## src/rtl/ctrl_pkg.sv

```systemverilog
// Shared encodings for the RV32I control path: FSM states, ALU op codes,
// opcode values and datapath mux selects.
package ctrl_pkg;

    localparam logic [3:0] S_FETCH    = 4'd0;
    localparam logic [3:0] S_DECODE   = 4'd1;
    localparam logic [3:0] S_MEMADR   = 4'd2;
    localparam logic [3:0] S_MEMREAD  = 4'd3;
    localparam logic [3:0] S_MEMWB    = 4'd4;
    localparam logic [3:0] S_MEMWRITE = 4'd5;
    localparam logic [3:0] S_EXECUTER = 4'd6;
    localparam logic [3:0] S_EXECUTEI = 4'd7;
    localparam logic [3:0] S_ALUWB    = 4'd8;
    localparam logic [3:0] S_BEQ      = 4'd9;
    localparam logic [3:0] S_JAL      = 4'd10;
    localparam logic [3:0] S_TRAP     = 4'd15;

    localparam logic [3:0] ALU_ADD = 4'b0000;
    localparam logic [3:0] ALU_SUB = 4'b0001;
    localparam logic [3:0] ALU_AND = 4'b0010;
    localparam logic [3:0] ALU_OR  = 4'b0011;
    localparam logic [3:0] ALU_XOR = 4'b0100;
    localparam logic [3:0] ALU_SLT = 4'b0101;
    localparam logic [3:0] ALU_SLL = 4'b0110;
    localparam logic [3:0] ALU_SRL = 4'b0111;
    localparam logic [3:0] ALU_SRA = 4'b1000;

    localparam logic [6:0] OP_LOAD   = 7'b0000011;
    localparam logic [6:0] OP_STORE  = 7'b0100011;
    localparam logic [6:0] OP_RTYPE  = 7'b0110011;
    localparam logic [6:0] OP_ITYPE  = 7'b0010011;
    localparam logic [6:0] OP_BRANCH = 7'b1100011;
    localparam logic [6:0] OP_JAL    = 7'b1101111;

    localparam logic [1:0] SRCA_PC    = 2'b00;
    localparam logic [1:0] SRCA_OLDPC = 2'b01;
    localparam logic [1:0] SRCA_RS1   = 2'b10;
    localparam logic [1:0] SRCB_RS2   = 2'b00;
    localparam logic [1:0] SRCB_IMM   = 2'b01;
    localparam logic [1:0] SRCB_FOUR  = 2'b10;
    localparam logic [1:0] RES_ALUOUT = 2'b00;
    localparam logic [1:0] RES_DATA   = 2'b01;
    localparam logic [1:0] RES_ALU    = 2'b10;
    localparam logic [1:0] IMM_I      = 2'b00;
    localparam logic [1:0] IMM_S      = 2'b01;
    localparam logic [1:0] IMM_B      = 2'b10;
    localparam logic [1:0] IMM_J      = 2'b11;

    typedef enum logic [1:0] {
        ALUOP_ADD   = 2'b00,
        ALUOP_SUB   = 2'b01,
        ALUOP_FUNCT = 2'b10
    } alu_op_t;

endpackage

```

## src/rtl/alu_decoder.sv

```systemverilog
// Combinational ALU decoder shared with the single-cycle core: maps the
// operation class and funct fields to an ALU code, flagging funct3 values we do not implement.
import ctrl_pkg::*;

module alu_decoder #(
    parameter int ALUCTRL_W     = 4,
    parameter bit ENABLE_SHIFTS = 1'b1
) (
    input  logic [6:0]           op,
    input  logic [2:0]           funct3,
    input  logic                 funct7b5,
    input  alu_op_t              alu_op,
    output logic [ALUCTRL_W-1:0] alu_control,
    output logic                 unsupported
);

    logic [3:0] funct_code;
    logic [3:0] code;

    // unsupported depends only on the funct fields so DECODE can trap early
    always_comb begin
        funct_code  = ALU_ADD;
        unsupported = 1'b0;
        case (funct3)
            3'b000: funct_code = (op == OP_RTYPE && funct7b5) ? ALU_SUB : ALU_ADD;
            3'b001: begin
                funct_code  = ALU_SLL;
                unsupported = !ENABLE_SHIFTS;
            end
            3'b010: funct_code = ALU_SLT;
            3'b011: unsupported = 1'b1;
            3'b100: funct_code = ALU_XOR;
            3'b101: begin
                funct_code  = funct7b5 ? ALU_SRA : ALU_SRL;
                unsupported = !ENABLE_SHIFTS;
            end
            3'b110: funct_code = ALU_OR;
            3'b111: funct_code = ALU_AND;
            default: funct_code = ALU_ADD;
        endcase
    end

    always_comb begin
        code = ALU_ADD;
        case (alu_op)
            ALUOP_SUB:   code = ALU_SUB;
            ALUOP_FUNCT: code = funct_code;
            default:     code = ALU_ADD;
        endcase
    end

    assign alu_control = ALUCTRL_W'(code);

endmodule

```

## src/rtl/multicycle_control_unit.sv

```systemverilog
// Moore control FSM for the multicycle RV32I datapath with a shared
// instruction/data memory driven through a req/ready handshake.
import ctrl_pkg::*;

module multicycle_control_unit #(
    parameter int ALUCTRL_W     = 4,
    parameter bit ENABLE_SHIFTS = 1'b1,
    parameter bit ENABLE_JAL    = 1'b1
) (
    input  logic                 clk,
    input  logic                 rst_n,
    input  logic [31:0]          instr,
    input  logic                 zero,
    input  logic                 mem_ready,
    output logic                 mem_req,
    output logic                 mem_write,
    output logic                 adr_src,
    output logic                 ir_write,
    output logic                 pc_write,
    output logic                 reg_write,
    output logic [1:0]           alu_src_a,
    output logic [1:0]           alu_src_b,
    output logic [1:0]           result_src,
    output logic [1:0]           imm_src,
    output logic [ALUCTRL_W-1:0] alu_control,
    output logic                 illegal,
    output logic [3:0]           state_dbg
);

    logic [3:0] state, state_next;
    logic [6:0] op;
    alu_op_t    alu_op;
    logic       unsupported;
    logic       req, wr, irw, pcw, rgw;
    logic       unused_instr_bits;

    assign op                = instr[6:0];
    assign unused_instr_bits = ^{instr[31], instr[29:15], instr[11:7]};

    alu_decoder #(
        .ALUCTRL_W    (ALUCTRL_W),
        .ENABLE_SHIFTS(ENABLE_SHIFTS)
    ) u_alu_decoder (
        .op         (op),
        .funct3     (instr[14:12]),
        .funct7b5   (instr[30]),
        .alu_op     (alu_op),
        .alu_control(alu_control),
        .unsupported(unsupported)
    );

    always_comb begin
        state_next = state;
        case (state)
            S_FETCH:    if (mem_ready) state_next = S_DECODE;
            S_DECODE: begin
                case (op)
                    OP_LOAD, OP_STORE: state_next = S_MEMADR;
                    OP_RTYPE:          state_next = unsupported ? S_TRAP : S_EXECUTER;
                    OP_ITYPE:          state_next = unsupported ? S_TRAP : S_EXECUTEI;
                    OP_BRANCH:         state_next = S_BEQ;
                    OP_JAL:            state_next = ENABLE_JAL ? S_JAL : S_TRAP;
                    default:           state_next = S_TRAP;
                endcase
            end
            S_MEMADR:   state_next = (op == OP_STORE) ? S_MEMWRITE : S_MEMREAD;
            S_MEMREAD:  if (mem_ready) state_next = S_MEMWB;
            S_MEMWB:    state_next = S_FETCH;
            S_MEMWRITE: if (mem_ready) state_next = S_FETCH;
            S_EXECUTER, S_EXECUTEI: state_next = S_ALUWB;
            S_ALUWB:    state_next = S_FETCH;
            S_BEQ:      state_next = S_FETCH;
            S_JAL:      state_next = S_ALUWB;
            default:    state_next = S_TRAP;
        endcase
    end

    // illegal is set on the edge that enters TRAP and only reset clears it
    always_ff @(posedge clk or negedge rst_n) begin
        if (!rst_n) begin
            state   <= S_FETCH;
            illegal <= 1'b0;
        end else begin
            state <= state_next;
            if (state_next == S_TRAP) illegal <= 1'b1;
        end
    end

    always_comb begin
        req        = 1'b0;
        wr         = 1'b0;
        irw        = 1'b0;
        pcw        = 1'b0;
        rgw        = 1'b0;
        adr_src    = 1'b0;
        alu_src_a  = SRCA_PC;
        alu_src_b  = SRCB_RS2;
        result_src = RES_ALUOUT;
        imm_src    = IMM_I;
        alu_op     = ALUOP_ADD;
        case (state)
            S_FETCH: begin
                req        = 1'b1;
                alu_src_b  = SRCB_FOUR;
                result_src = RES_ALU;
                irw        = mem_ready;
                pcw        = mem_ready;
            end
            S_DECODE: begin
                alu_src_a = SRCA_OLDPC;
                alu_src_b = SRCB_IMM;
                imm_src   = IMM_B;
            end
            S_MEMADR: begin
                alu_src_a = SRCA_RS1;
                alu_src_b = SRCB_IMM;
                imm_src   = (op == OP_STORE) ? IMM_S : IMM_I;
            end
            S_MEMREAD: begin
                req     = 1'b1;
                adr_src = 1'b1;
            end
            S_MEMWB: begin
                result_src = RES_DATA;
                rgw        = 1'b1;
            end
            S_MEMWRITE: begin
                req     = 1'b1;
                wr      = 1'b1;
                adr_src = 1'b1;
            end
            S_EXECUTER: begin
                alu_src_a = SRCA_RS1;
                alu_op    = ALUOP_FUNCT;
            end
            S_EXECUTEI: begin
                alu_src_a = SRCA_RS1;
                alu_src_b = SRCB_IMM;
                alu_op    = ALUOP_FUNCT;
            end
            S_ALUWB: rgw = 1'b1;
            S_BEQ: begin
                alu_src_a = SRCA_RS1;
                alu_op    = ALUOP_SUB;
                pcw       = zero;
            end
            S_JAL: begin
                alu_src_a = SRCA_OLDPC;
                alu_src_b = SRCB_FOUR;
                imm_src   = IMM_J;
                pcw       = 1'b1;
            end
            default: ;
        endcase
    end

    // strobes are forced low while reset is held so an in-flight access is abandoned at once
    assign mem_req   = req & rst_n;
    assign mem_write = wr & rst_n;
    assign ir_write  = irw & rst_n;
    assign pc_write  = pcw & rst_n;
    assign reg_write = rgw & rst_n;
    assign state_dbg = state;

endmodule

```

## config.mk

```make
export PLATFORM = sky130hd
export DESIGN_NAME = multicycle_control_unit
export DESIGN_NICKNAME = d
export VERILOG_FILES = /design/src/rtl/ctrl_pkg.sv /design/src/rtl/alu_decoder.sv /design/src/rtl/multicycle_control_unit.sv
export SDC_FILE = /design/constraint.sdc
export NUM_CORES = 1
export LEC_CHECK = 0
export BUFFER_PORTS_ARGS = -buffer_cell sky130_fd_sc_hd__buf_2
export CAP_MARGIN = 20
export CORE_MARGIN = 2
export CORE_UTILIZATION = 39
export CTS_CLUSTER_SIZE = 20
export DETAILED_ROUTE_END_ITERATION = 8
export PLACE_DENSITY = 0.9
export SLEW_MARGIN = 20
export SYNTH_ARGS = -nofsm -noshare
export SYNTH_HDL_FRONTEND = slang
export SYNTH_SLANG_ARGS = --single-unit
```

## constraint.sdc

```tcl
create_clock -name clk -period 2.8 [get_ports clk]
set_clock_uncertainty 0.15 [all_clocks]
set_input_delay 0.7 -clock clk [delete_from_list [all_inputs] [get_ports clk]]
set_output_delay 0.7 -clock clk [all_outputs]
set_load 0.05 [all_outputs]
```

* Word-level counts from Yosys, hierarchy flattened *
Index checks and enable logic that the tools add are counted.

word-level totals
  output and inout bits = 23
  register bits after elaboration = 5

operators by class
  reduce and logical (&&, ||, !) cells = 14
  eq/ne operators = 26
  bitwise operators = 5
  muxes and demuxes = 25

operators with widths
  operator                                                                count
  4-bit one-hot mux with 7 select lines                                   2
  4-bit two-way mux                                                       6
  4-bit one-hot mux with 5 select lines                                   1
  4-bit by 3-bit equality test with 1-bit output (second input constant)  4
  4-bit equality test (second input constant)                             4
  2-bit one-hot mux with 2 select lines                                   4
  7-bit by 6-bit equality test with 1-bit output (second input constant)  2
  7-bit equality test (second input constant)                             2
  3-bit equality test (second input constant)                             4
  2-bit OR reduction                                                      6
  3-bit OR reduction                                                      4
  4-bit by 2-bit equality test with 1-bit output (second input constant)  2
  1-bit two-way mux                                                       8
  4-bit one-hot mux with 2 select lines                                   1
  7-bit by 2-bit equality test with 1-bit output (second input constant)  1
  7-bit by 5-bit equality test with 1-bit output (second input constant)  1
  3-bit by 2-bit equality test with 1-bit output (second input constant)  2
  2-bit one-hot mux with 3 select lines                                   1
  1-bit AND                                                               5
  4-bit by 1-bit equality test with 1-bit output (second input constant)  1
  4-bit logical NOT                                                       1
  4-bit OR reduction                                                      1
  3-bit by 1-bit equality test with 1-bit output (second input constant)  1
  3-bit logical NOT                                                       1
  5 further kinds                                                         5

* Logic depth before layout (Yosys ltp) *
  word-level depth = 6
  mapped depth = 7
  gate-level depth less buffers = 6

* By module *
From an unflattened synthesis, not the netlist that was laid out.

unflattened totals
  cells, all modules = 114
  area total of the unflattened synthesis = 804.5 µm²

by module, submodules not included
  module                   area an instance (µm²)  cells each  times used
  multicycle_control_unit  625.6                   90          1
  alu_decoder              178.9                   24          1

* Worst setup path before layout *
No wires, ideal clock.

  path kind = register to output
  start point = reg state[2], in the netlist state_dbg[2]
  end point = out alu_control[2]
  path buffers = 2
  path slack = -1.070 ns
  data arrival time = 3.020 ns
  required time = 1.950 ns
  stages on the path, launching flop included = 7
  cell sequence = dfrtp_1 buf_2 buf_2 or3_1 ha_1 nand2b_1 a211oi_1

between the ends
  word-level cells in the longest chain between the ends = 5
  elaborated cells on any way between the ends = 8
  classes of those cells = eq/ne (5); mux (2); reduce/logical (1)

RTL lines
  what                                                                                   line                            RTL
  start, declared                                                                        multicycle_control_unit.sv:30   logic [3:0] state, state_next;
  start signal, assigned                                                                 multicycle_control_unit.sv:84   state <= state_next;
  4-bit by 3-bit equality test with 1-bit output                                         multicycle_control_unit.sv:101  case (state)
  2-bit OR reduction (no line)                                                           -
  2-bit one-hot mux with 2 select lines (*)                                              multicycle_control_unit.sv:101
  2-bit equality test or 2-bit by 1-bit equality test with 1-bit output (tied branches)  alu_decoder.sv:45               case (alu_op)
  4-bit one-hot mux with 2 select lines (*)                                              alu_decoder.sv:45
  end, declared                                                                          multicycle_control_unit.sv:25   output logic [ALUCTRL_W-1:0] alu_control,

Mark *: on every way between the ends. The rest lies on a longest branch, timed or not.

* Final worst setup path *
  start point = reg state[1], in the netlist state_dbg[1]
  end point = out alu_control[2]

Same word-level chain as after synthesis.

==> results.ini <==
[synthesis]
syn_area_um2 = 738
ys_seq_elements = 5
postSynthNetCount = 152
synthCells = 114
ys_warn_count = 0
ys_seq_area_share_pct = 16.9
syn_avg_cell_area_um2 = 6.48
yosysUniqueCellTypes = 35

[timing]
drv_slew = 0
tightest_slew_ps = 281
rsz0062_at_grt = true
setup_tns_ps = 0
hold_viol = 0
setup_violations = 0
relSlewSlack_pct = 81.0
final.min_clock_period_ps = 2760
max_freq_ghz = 0.362
period_share_pct = 98.6

[outcome]
status = complete, no violations

[final_layout]
finish.utilization_pct = 62.7
area_delta_synth_final_pct = 48.3
drive_gt1_share_pct = 42.6
layout.nets = 194
n_antenna_cell = 0
final_cell_area_um2 = 1090

[setup_path]
worstSetupEndpointType = output port
startpoint_type = flop
arrival_ps = 1910
critical_path_class = flop to output port
r2r-start = state_dbg[2]
critPathCapture = alu_control[2]
cp.required_ps = 1950
cp-startpoint = state_dbg[1]
path_max_fanout = 3
r2r_cells = 5
ff2ff_setup_slack_ps = 1090
rr_endpoint = illegal

[cts]
cts_max_level = 1
clk_latency_ps = 240
cts_root_buffer = clkbuf_4
cts_setup_buffers = 0
cts.clk_slew.worst_paths_ps = 50
clock-sinks = 5
cts_buffer_depth = 2
tritoncts = yes
numCtsBuffers = 3
ctsHoldBuffers = 0

[detailed_routing]
drc = 0
wl_per_cell_um = 13.0
drtIter0Drc = 34
via_count = 998
drtAntennaViolNets = 0
drt_first_pass_iters = 4
wl_um = 2350
via_per_inst = 5.54

[global_routing]
grt_usage_pct = 23.3
grt_pass1_vias = 908
antenna_found_initial = 0
grt_pass1_wl_um = 3820
grt_max_degree = 18
grt_overflow = 0

[run]
maxCapViolations = 0

[die]
rows = 15
start_util_pct = 42.3
die_y_um = 47.5
die_x_um = 47.5
coreArea_um2 = 1750
num_io_pins = 59
fp.dieArea_um2 = 2260

[power]
powerDensity_nw_per_um2 = 177
power.leakage_uw = 0.000499
peakVddDrop_uv = 169

[worst_hold_path]
hold_class = input port to asynchronous set/reset pin

[placed_design]
placed_area_um2 = 1050
port_buffers = 37
dpl.hpwl_um = 1810
gp_congestion = 0.835

-- worst min path at each step --
stage	endpoint	slack (ps)
3_5_place_dp	illegal	320
2_1_floorplan	illegal	250
5_1_grt	state_dbg[0]	160
4_1_cts	state_dbg[0]	160
3_3_place_gp	illegal	300
6_report	state_dbg[0]	150
-- state kept, by name, indices dropped and copies added (netlist names) --
register and flops:
state_dbg 4, illegal 1
-- power by group --
part	internal [µW]	switching, µW	total, µW
Combinational	14.3	23.8	38.1
Sequential	72.5	0	72.5
Clock	53.9	29.4	83.2
-- what timing repair did --
item,in CTS,in global routing
hold endpoints to repair,0,0
pin swaps,2,1
gates resized for setup,4,3
setup endpoints to repair,2,4
-- routing by layer --
| metal | vias up | part of all wire, % | global-route usage [%] |
|---|---|---|---|
| met5 | - | 0 | 0 |
| met4 | 0 | 1.6 | 7.78 |
| met3 | 4 | 5.5 | 2.26 |
| met2 | 41 | 53 | 43.2 |
| met1 | 465 | 39 | 27.8 |
| li1 | 488 | - | - |
-- cells in the mapped netlist --
cell type | n | area share, %
nor2_1 | 19 | 9.7
nand2_1 | 15 | 7.6
a21oi_1 | 12 | 8.1
buf_2 | 6 | 4.1
inv_1 | 6 | 3.1
o21ai_0 | 6 | 4.1
dfrtp_1 | 5 | 17
nand4_1 | 4 | 3.4
nor3_1 | 4 | 2.7
nand2b_1 | 3 | 2.5
a31oi_1 | 2 | 1.7
and2_1 | 2 | 1.7
and3_1 | 2 | 1.7
ha_1 | 2 | 3.4
nand3_1 | 2 | 1.4
nand4b_1 | 2 | 2.4
nor2b_1 | 2 | 1.7
nor3b_1 | 2 | 2.0
xnor2_1 | 2 | 2.4
a211oi_1 | 1 | 1.0
a21boi_1 | 1 | 1.0
a221o_1 | 1 | 1.4
a31o_1 | 1 | 1.2
a41o_1 | 1 | 1.4
and3b_4 | 1 | 1.7
and4_1 | 1 | 1.2
nor2_2 | 1 | 0.85
nor2b_2 | 1 | 1.2
nor3_2 | 1 | 1.4
nor4_1 | 1 | 0.85
o211ai_1 | 1 | 1.0
o211ai_2 | 1 | 1.7
o31ai_2 | 1 | 1.7
o41ai_1 | 1 | 1.2
or3_1 | 1 | 0.85
-- cell type report --
cell class                      count  area (µm²)
Clock buffer                        4        26.3
Sequential cell                     5         130
Timing Repair Buffer               43         244
Tap cell                           25        31.3
Fill cell                         157         651
Multi-Input combinational cell     97         641
Inverter                            6        22.5
-- kinds of logic after synthesis --
kind of cell	count (synthesis)	share of synthesized area, %
flops	5	16.9
fa+ha+maj	2	3.39
simple gates	64	44.7
xor+xnor	2	2.37
compound gates	29	25.4
buf+inv	12	7.12
-- per-stage QoR --
step | instances | total power [µW] | hold slack [ps] | setup slack [ps]
3_5_place_dp | 176 | 111 | 321 | 67.8
4_1_cts | 180 | 192 | 156 | 21.5
3_3_place_gp | 176 | 109 | 303 | 123
6_report | 180 | 194 | 148 | 40.5
5_1_grt | 180 | 201 | 160 | -11.7
2_1_floorplan | 114 | 87.6 | 254 | -167
-- layout by cell type, fill, tap and decap left out, drive strengths merged --
cell type and instances:
a21oi 12, and4 1, nand3 2, nor4 1, a31oi 2, inv 6
xnor2 2, and3 2, a211oi 1, or3 1, nor2 20, a221o 1
and2 2, nand4b 2, o31ai 1, and3b 1, o21ai 6, clkbuf 6
nor3 5, nand2b 3, ha 2, o211ai 2, buf 41, nand4 4
nand2 15, a21boi 1, a41o 1, a31o 1, o41ai 1, nor2b 3
nor3b 2, dfrtp 5
-- worst max-delay path, stage by stage, from the launching register on --
cell	delay, ps
dfrtp_2	390
nand2b_4	140
or3_4	390
ha_4	220
nand2b_4	170
a211oi_4	170
buf_6	190
Note: power is estimated with default switching activity, not from simulation.
